## src/rtl/block_dispatch_scheduler.sv

```systemverilog
// Tiled matrix-multiply scheduler: hands C-block (row, col) pairs to free tiles,
// counts tile completions, and round-robin arbitrates the shared memory port.
//
// top state | meaning
// ----------+-----------------------------------------------
// idle      | waiting for in_start
// dispatch  | offering one block per cycle to the lowest free slot
// drain     | all blocks handed out, waiting for the remaining results
// done      | one-cycle completion pulse, then back to idle
//
// slot state | meaning
// -----------+----------------------------------------------
// free       | tile idle, may be assigned a block
// offer      | index_ready asserted, waiting for index_ack
// work       | tile computing, waiting for result_ready
module block_dispatch_scheduler #(
  parameter int num_proc    = 4,
  parameter int index_width = 8,
  parameter int count_width = 2*index_width
) (
  input  logic                            in_clk,
  input  logic                            in_reset,
  input  logic                            in_start,
  input  logic [index_width-1:0]          in_row_blocks,
  input  logic [index_width-1:0]          in_col_blocks,
  input  logic [index_width-1:0]          in_mu,
  output logic [index_width-1:0]          out_mu,
  output logic [num_proc*index_width-1:0] out_row_index,
  output logic [num_proc*index_width-1:0] out_col_index,
  output logic [num_proc-1:0]             out_index_ready,
  input  logic [num_proc-1:0]             in_index_ack,
  input  logic [num_proc-1:0]             in_result_ready,
  input  logic [num_proc-1:0]             in_request,
  output logic [num_proc-1:0]             out_grant,
  output logic                            out_busy,
  output logic                            out_done
);
  localparam int ptr_w = (num_proc > 1) ? $clog2(num_proc) : 1;

  localparam logic [1:0] st_idle     = 2'd0;
  localparam logic [1:0] st_dispatch = 2'd1;
  localparam logic [1:0] st_drain    = 2'd2;
  localparam logic [1:0] st_done     = 2'd3;

  localparam logic [1:0] slot_free  = 2'd0;
  localparam logic [1:0] slot_offer = 2'd1;
  localparam logic [1:0] slot_work  = 2'd2;

  logic [1:0]             state;
  logic [index_width-1:0] rows_q, cols_q, mu_q, next_row, next_col;
  logic [count_width-1:0] total_q, assigned, completed, finish_cnt;
  logic [1:0]             slot_state [num_proc];
  logic [index_width-1:0] row_idx [num_proc];
  logic [index_width-1:0] col_idx [num_proc];
  logic                   free_found, assign_en;
  logic [ptr_w-1:0]       free_sel;

  logic [num_proc-1:0]    grant_q;
  logic [ptr_w-1:0]       ptr, holder, scan_sel, ptr_next;
  logic                   scan_found;
  logic [2*num_proc-1:0]  req_rot;

  always_comb begin
    free_found = 1'b0;
    free_sel   = '0;
    finish_cnt = '0;
    for (int p = num_proc-1; p >= 0; p--) begin
      if (slot_state[p] == slot_free) begin
        free_found = 1'b1;
        free_sel   = ptr_w'(p);
      end
    end
    for (int p = 0; p < num_proc; p++) begin
      if (slot_state[p] == slot_work && in_result_ready[p])
        finish_cnt = finish_cnt + count_width'(1);
    end
  end

  assign assign_en = (state == st_dispatch) && free_found;

  always_ff @(posedge in_clk or negedge in_reset) begin
    if (!in_reset) begin
      state     <= st_idle;
      rows_q    <= '0;
      cols_q    <= '0;
      mu_q      <= '0;
      total_q   <= '0;
      next_row  <= '0;
      next_col  <= '0;
      assigned  <= '0;
      completed <= '0;
      for (int p = 0; p < num_proc; p++) begin
        slot_state[p] <= slot_free;
        row_idx[p]    <= '0;
        col_idx[p]    <= '0;
      end
    end else begin
      completed <= completed + finish_cnt;
      for (int p = 0; p < num_proc; p++) begin
        case (slot_state[p])
          slot_free: if (assign_en && free_sel == ptr_w'(p)) begin
            slot_state[p] <= slot_offer;
            row_idx[p]    <= next_row;
            col_idx[p]    <= next_col;
          end
          slot_offer: if (in_index_ack[p]) slot_state[p] <= slot_work;
          slot_work:  if (in_result_ready[p]) slot_state[p] <= slot_free;
          default:    slot_state[p] <= slot_free;
        endcase
      end
      case (state)
        st_idle: if (in_start) begin
          rows_q    <= in_row_blocks;
          cols_q    <= in_col_blocks;
          mu_q      <= in_mu;
          total_q   <= count_width'(in_row_blocks) * count_width'(in_col_blocks);
          next_row  <= '0;
          next_col  <= '0;
          assigned  <= '0;
          completed <= '0;
          state     <= (in_row_blocks == '0 || in_col_blocks == '0) ? st_done : st_dispatch;
        end
        st_dispatch: if (assign_en) begin
          assigned <= assigned + count_width'(1);
          if (next_col == cols_q - index_width'(1)) begin
            next_col <= '0;
            next_row <= next_row + index_width'(1);
          end else begin
            next_col <= next_col + index_width'(1);
          end
          if (assigned + count_width'(1) == total_q) state <= st_drain;
        end
        st_drain: if (completed == total_q) state <= st_done;
        st_done:  state <= st_idle;
        default:  state <= st_idle;
      endcase
    end
  end

  always_comb begin
    out_index_ready = '0;
    out_row_index   = '0;
    out_col_index   = '0;
    for (int p = 0; p < num_proc; p++) begin
      out_index_ready[p] = (slot_state[p] == slot_offer);
      out_row_index[p*index_width +: index_width] = row_idx[p];
      out_col_index[p*index_width +: index_width] = col_idx[p];
    end
  end

  assign out_mu   = mu_q;
  assign out_busy = (state == st_dispatch) || (state == st_drain);
  assign out_done = (state == st_done);

  // Request vector doubled so a shift by the pointer gives a rotated view.
  always_comb begin
    int sel_i;
    int hn;
    req_rot    = {in_request, in_request} >> ptr;
    scan_found = 1'b0;
    scan_sel   = '0;
    holder     = '0;
    sel_i      = 0;
    for (int k = num_proc-1; k >= 0; k--) begin
      if (req_rot[k]) begin
        scan_found = 1'b1;
        sel_i      = int'(ptr) + k;
        if (sel_i >= num_proc) sel_i = sel_i - num_proc;
        scan_sel   = ptr_w'(sel_i);
      end
    end
    for (int p = 0; p < num_proc; p++) begin
      if (grant_q[p]) holder = ptr_w'(p);
    end
    hn = int'(holder) + 1;
    if (hn >= num_proc) hn = 0;
    ptr_next = ptr_w'(hn);
  end

  always_ff @(posedge in_clk or negedge in_reset) begin
    if (!in_reset) begin
      grant_q <= '0;
      ptr     <= '0;
    end else if (grant_q != '0) begin
      if ((grant_q & in_request) == '0) begin
        grant_q <= '0;
        ptr     <= ptr_next;
      end
    end else if (scan_found) begin
      grant_q <= num_proc'(1) << scan_sel;
    end
  end

  assign out_grant = grant_q;

endmodule

```

## config.mk

```make
export PLATFORM = sky130hd
export DESIGN_NAME = block_dispatch_scheduler
export DESIGN_NICKNAME = d
export VERILOG_FILES = /design/src/rtl/block_dispatch_scheduler.sv
export SDC_FILE = /design/constraint.sdc
export NUM_CORES = 1
export LEC_CHECK = 0
export ABC_CLOCK_PERIOD_IN_PS = 3250
export BUFFER_PORTS_ARGS = -buffer_cell sky130_fd_sc_hd__buf_2
export CORE_MARGIN = 2
export CORE_UTILIZATION = 54
export CTS_BUF_LIST = sky130_fd_sc_hd__clkbuf_8 sky130_fd_sc_hd__clkbuf_16
export DETAILED_ROUTE_END_ITERATION = 16
export PLACE_DENSITY_LB_ADDON = 0.12
export SLEW_MARGIN = 15
export SYNTH_ARGS = -nofsm -noshare
export SYNTH_HDL_FRONTEND = slang
export SYNTH_SLANG_ARGS = --single-unit
```

## constraint.sdc

```tcl
create_clock -name in_clk -period 3.25 [get_ports in_clk]
set_input_delay 0.65 -clock in_clk [delete_from_list [all_inputs] [get_ports in_clk]]
set_output_delay 0.65 -clock in_clk [all_outputs]
set_load 0.02 [all_outputs]
```

==> run summary <==
The warning count from the yosys run is 0. Entering global routing, the biggest net connects 73 pins. The final core utilization is 0.673. In the post-route analysis, the smallest setup slack over all paths is -0.767 ns. Synthesis produced 1,041 cells. The number of maximum-capacitance violations is 0. Detailed routing inserted a total of 8,046 vias. The net total in the final layout came out at 1,347.

The worst setup path is captured at a flip-flop. The arrival time at the worst endpoint came out at 4.32 ns. The first global-routing pass estimated 40,500 µm of wire.

Of all nets on the critical path, the largest fanout is 5. The total clock buffers created by CTS came out at 17. The pre-antenna-repair detailed-routing pass consisted of 5 iterations. Summed over all instances, the cell type with the most area after synthesis is sky130_fd_sc_hd__dfrtp_1. Of the cells placed in the final design, the portion with a size suffix greater than 1 is 0.297. The total congestion overflow after global routing came out at 0. The horizontal die dimension is 141 µm. After synthesis, the most frequently instantiated cells are 160 x sky130_fd_sc_hd__dfrtp_1, 124 x sky130_fd_sc_hd__nand2_1, 76 x sky130_fd_sc_hd__inv_1. The area share of the largest cell type after synthesis came out at 0.394.

Across the routed clock network, the largest skew measured is 0.0118 ns. The via count of the first global-routing pass came to 8,210. The detailed-route wire length per cell came out at 16.4 µm.

The quantity of I/O buffers inserted on ports is 120. The maximum VDD drop is 503 µV. After routing the design area is 12,500 µm².

The critical path goes through buf_8 -> buf_12 -> and2_4 -> fa_2 -> fa_1 -> ha_4 -> inv_2 -> fa_1 -> inv_2 -> ha_4 -> nor2b_1 -> o21ai_2 -> a21boi_4 -> o31a_1 -> o211ai_1 -> a2111oi_2 -> nand3b_1. The library cell contributing the largest single delay on the critical path is sky130_fd_sc_hd__fa_1. The half-perimeter wire length after detailed placement came out at 17,500 µm. TritonCTS built the clock tree. The number of hold-slack violations in the final timing report came out at 0.

From synthesis to final layout, the design area changed by 23.0%. STA puts the critical path data required time at 3.55 ns. The number of enable-type register cells in the synthesized netlist is 0. The cell depth of the worst setup path came out at 17. The clock-pin slew reported for the worst setup and hold paths after clock tree synthesis came out at 0.07 ns. The worst register-to-register path ends at state[1]. The simple logic cell fraction of the synthesized area is 0.175. The average cell area after synthesis came out at 9.76 µm². In this run the standard cell core region covers 18,600 µm².

The overall routed net length is 24,100 µm. The worst setup path is launched from an input port. The post-synthesis net count is 1,169. Pin placement for this block handled 121 I/O pins. The area share of xor/xnor cells in the synthesized design is 0.0620. The run finished, with violations left. Broken down by cell family, the worst path's largest delay share belongs to adder cells.

The number of nets still failing antenna checks after routing came out at 0. The worst register-to-register path has a depth of 9. The maximum level of the CTS H-tree is 4. After clock tree synthesis, the flow added hold-fix buffers numbering 0. For this run, design rule violations remaining after detail routing come to 0. The repair_antennas step left the layout with diodes totalling 0. Across the whole layout, storage elements account for 4000 µm². After floorplanning, the core was divided into 50 placement rows.

Of the available clock period, the critical path in the final layout requires 1.24. The async set-or-reset flop fraction in the synthesized netlist came out at 1.00. The maximum number of buffers from clock root to sink is 2. The worst setup path endpoint is total_q[13]. The total power consumption of the routed design is 9.46 mW. For this block, the initial DRC count from the detailed router was 472.

The number of buffers and inverters on the critical path came out at 4. Of the total synthesized cell area, the portion taken by full adders, half adders and majority gates is 0.137. The instance area at placement came out at 11,600 µm².

The path class of the tightest hold or removal check is input port to asynchronous set/reset pin. The critical path is of the input port to flip-flop type. The number of clock sinks seen by CTS is 160. The post-synthesis compound-gate area fraction came to 0.106. The leakage dissipation is 6.36 nW.

The maximum clock frequency is 249 MHz. The cell with the most instances after synthesis is sky130_fd_sc_hd__dfrtp_1. The footprint of the multi-input gates is 5900 µm². The floorplan step set the die height to 141 µm. The combined global-route utilization of all metal layers is 0.251. The final reports fail on negative setup slack. In the routed layout, each cell is associated on average with a via count of 5.49. The worst register-to-register path begins at assigned[1].

Setup violations remaining at the end of the flow were counted as 11. The main combinational cell family by area after synthesis is simple AND/OR/NAND/NOR gates. The area of the die is 19,900 µm². Setup repair after global routing could not meet its margin everywhere.

The post-synthesis instance area is 10,200 µm². The total power divided by cell area is 757 nW/µm². The routed design could run at a clock period as short as 4.02 ns.

The number of antenna violations at the first check in global routing is 0. The tree is rooted in a sky130_fd_sc_hd__clkbuf_16. The delay of the slowest cell on the worst path is 0.51 ns.

By area the synthesized netlist is led by sky130_fd_sc_hd__dfrtp_1 39%, sky130_fd_sc_hd__mux2_2 7.4%, sky130_fd_sc_hd__fa_1 7.3%. The weighted congestion at the end of routability-driven global placement is 0.851. The synthesized netlist contains 60 unique library cells. The portion of synthesized area spent on multiplexers is 0.0772.

For this run, the register share of the synthesized area comes to 0.394. The total count of max-transition violations in the final report is 0. The clock latency reported for the late side of the worst-skew pair is 0.43 ns. The initial standard-cell utilization of the core came out at 0.547. In this run, synthesis produced a sequential element count of 160. In the synthesized netlist the dominant register cell turns out to be sky130_fd_sc_hd__dfrtp_1. The measured slew at the worst slew-check pin is 0.744 ns. The headroom to the max-slew limit is 0.503. The fill cell instance count of the final layout came out at 1,479. The most critical setup path has its startpoint at in_col_blocks[2]. The slack of the worst reg-to-reg path came out at 0.17 ns.
worst register-to-register path, cell delays in order, from the launching register on:
cell and delay, ns:
sky130_fd_sc_hd__dfrtp_1 0.41, sky130_fd_sc_hd__ha_1 0.35, sky130_fd_sc_hd__nand4_1 0.36, sky130_fd_sc_hd__nor4_1 0.50, sky130_fd_sc_hd__xnor2_1 0.19, sky130_fd_sc_hd__nand4_1 0.11, sky130_fd_sc_hd__a2111oi_0 0.57, sky130_fd_sc_hd__buf_4 0.21
sky130_fd_sc_hd__o21ai_1 0.11, sky130_fd_sc_hd__mux2i_1 0.15
registers in the layout, summed over array words and instances (netlist names):
| register | count |
|---|---|
| out_col_index | 32 |
| next_col | 8 |
| assigned | 16 |
| ptr | 2 |
| next_row | 8 |
| out_mu | 8 |
| completed | 16 |
| total_q | 16 |
| state | 2 |
| out_row_index | 32 |
| slot_state | 8 |
| cols_q | 8 |
| out_grant | 4 |
layer usage:
layer / wire (µm) / part of all wire / GRT usage / up-vias
met4: 242 / 0.010 / 0.0537 / 0
li1: - / - / - / 3925
met3: 828 / 0.034 / 0.0448 / 21
met2: 11900 / 0.49 / 0.428 / 159
met1: 11100 / 0.46 / 0.339 / 3941
met5: 0 / 0 / 0 / -
area by class of cell:
type,instances,area share
flip-flops and latches,160,0.320
multi-input cells,753,0.472
clock inverters,14,0.0153
inverters,76,0.0228
repair buffers,211,0.112
clock buffers,17,0.0340
well taps,234,0.0234
power by group:
part,switching (mW),internal (mW),leakage (nW),total (mW)
registers,0.492,2.43,2.15,2.92
clock network,0.896,1.23,0.297,2.13
logic,2.44,1.97,3.91,4.41
through the flow:
step / setup TNS (ns) / instances / hold WS (ns) / setup slack (ns)
floorplan: -7.48 / 1041 / 0.354 / -1.06
global route: -6.86 / 1465 / 0.271 / -0.942
CTS: -5.10 / 1461 / 0.258 / -0.725
detailed placement: -11.91 / 1422 / 0.461 / -1.26
global placement: -11.21 / 1422 / 0.460 / -1.20
finish: -5.62 / 1465 / 0.227 / -0.767
logic make-up after synthesis:
family | after synthesis
adder cells (fa/ha/maj) | 89
buffers and inverters | 128
AND/OR/NAND/NOR | 360
flip-flops | 160
other | 1
multiplexers | 70
AO/OA/AOI/OAI | 162
XOR/XNOR | 71
cells in the final DEF (no fill, tap or decap), drive strengths merged, types with 24 or more instances in the layout:
cell   instances
buf          210
nand2        124
nor2          60
ha            52
a21oi         26
fa            37
inv           84
nand3         24
xor2          42
xnor2         29
dfrtp        160
and2          49
mux2          67
o21ai         53
what timing repair did:
item | in CTS | in global routing
pin swaps | 33 | 30
resized for setup | 34 | 25
cloned | 0 | 0
endpoints found under the setup margin | 12 | 20
setup buffers | 9 | 10
worst min path at each step:
stage | end | start
after global placement | out_mu[0] | out_mu[0]
after CTS | slot_state[6] | in_reset
final | slot_state[6] | in_reset
after floorplan | assigned[0] | in_reset
after detailed placement | out_mu[7] | out_mu[7]
after global routing | out_row_index[17] | in_reset
Note: power is estimated with default switching activity, not from simulation.
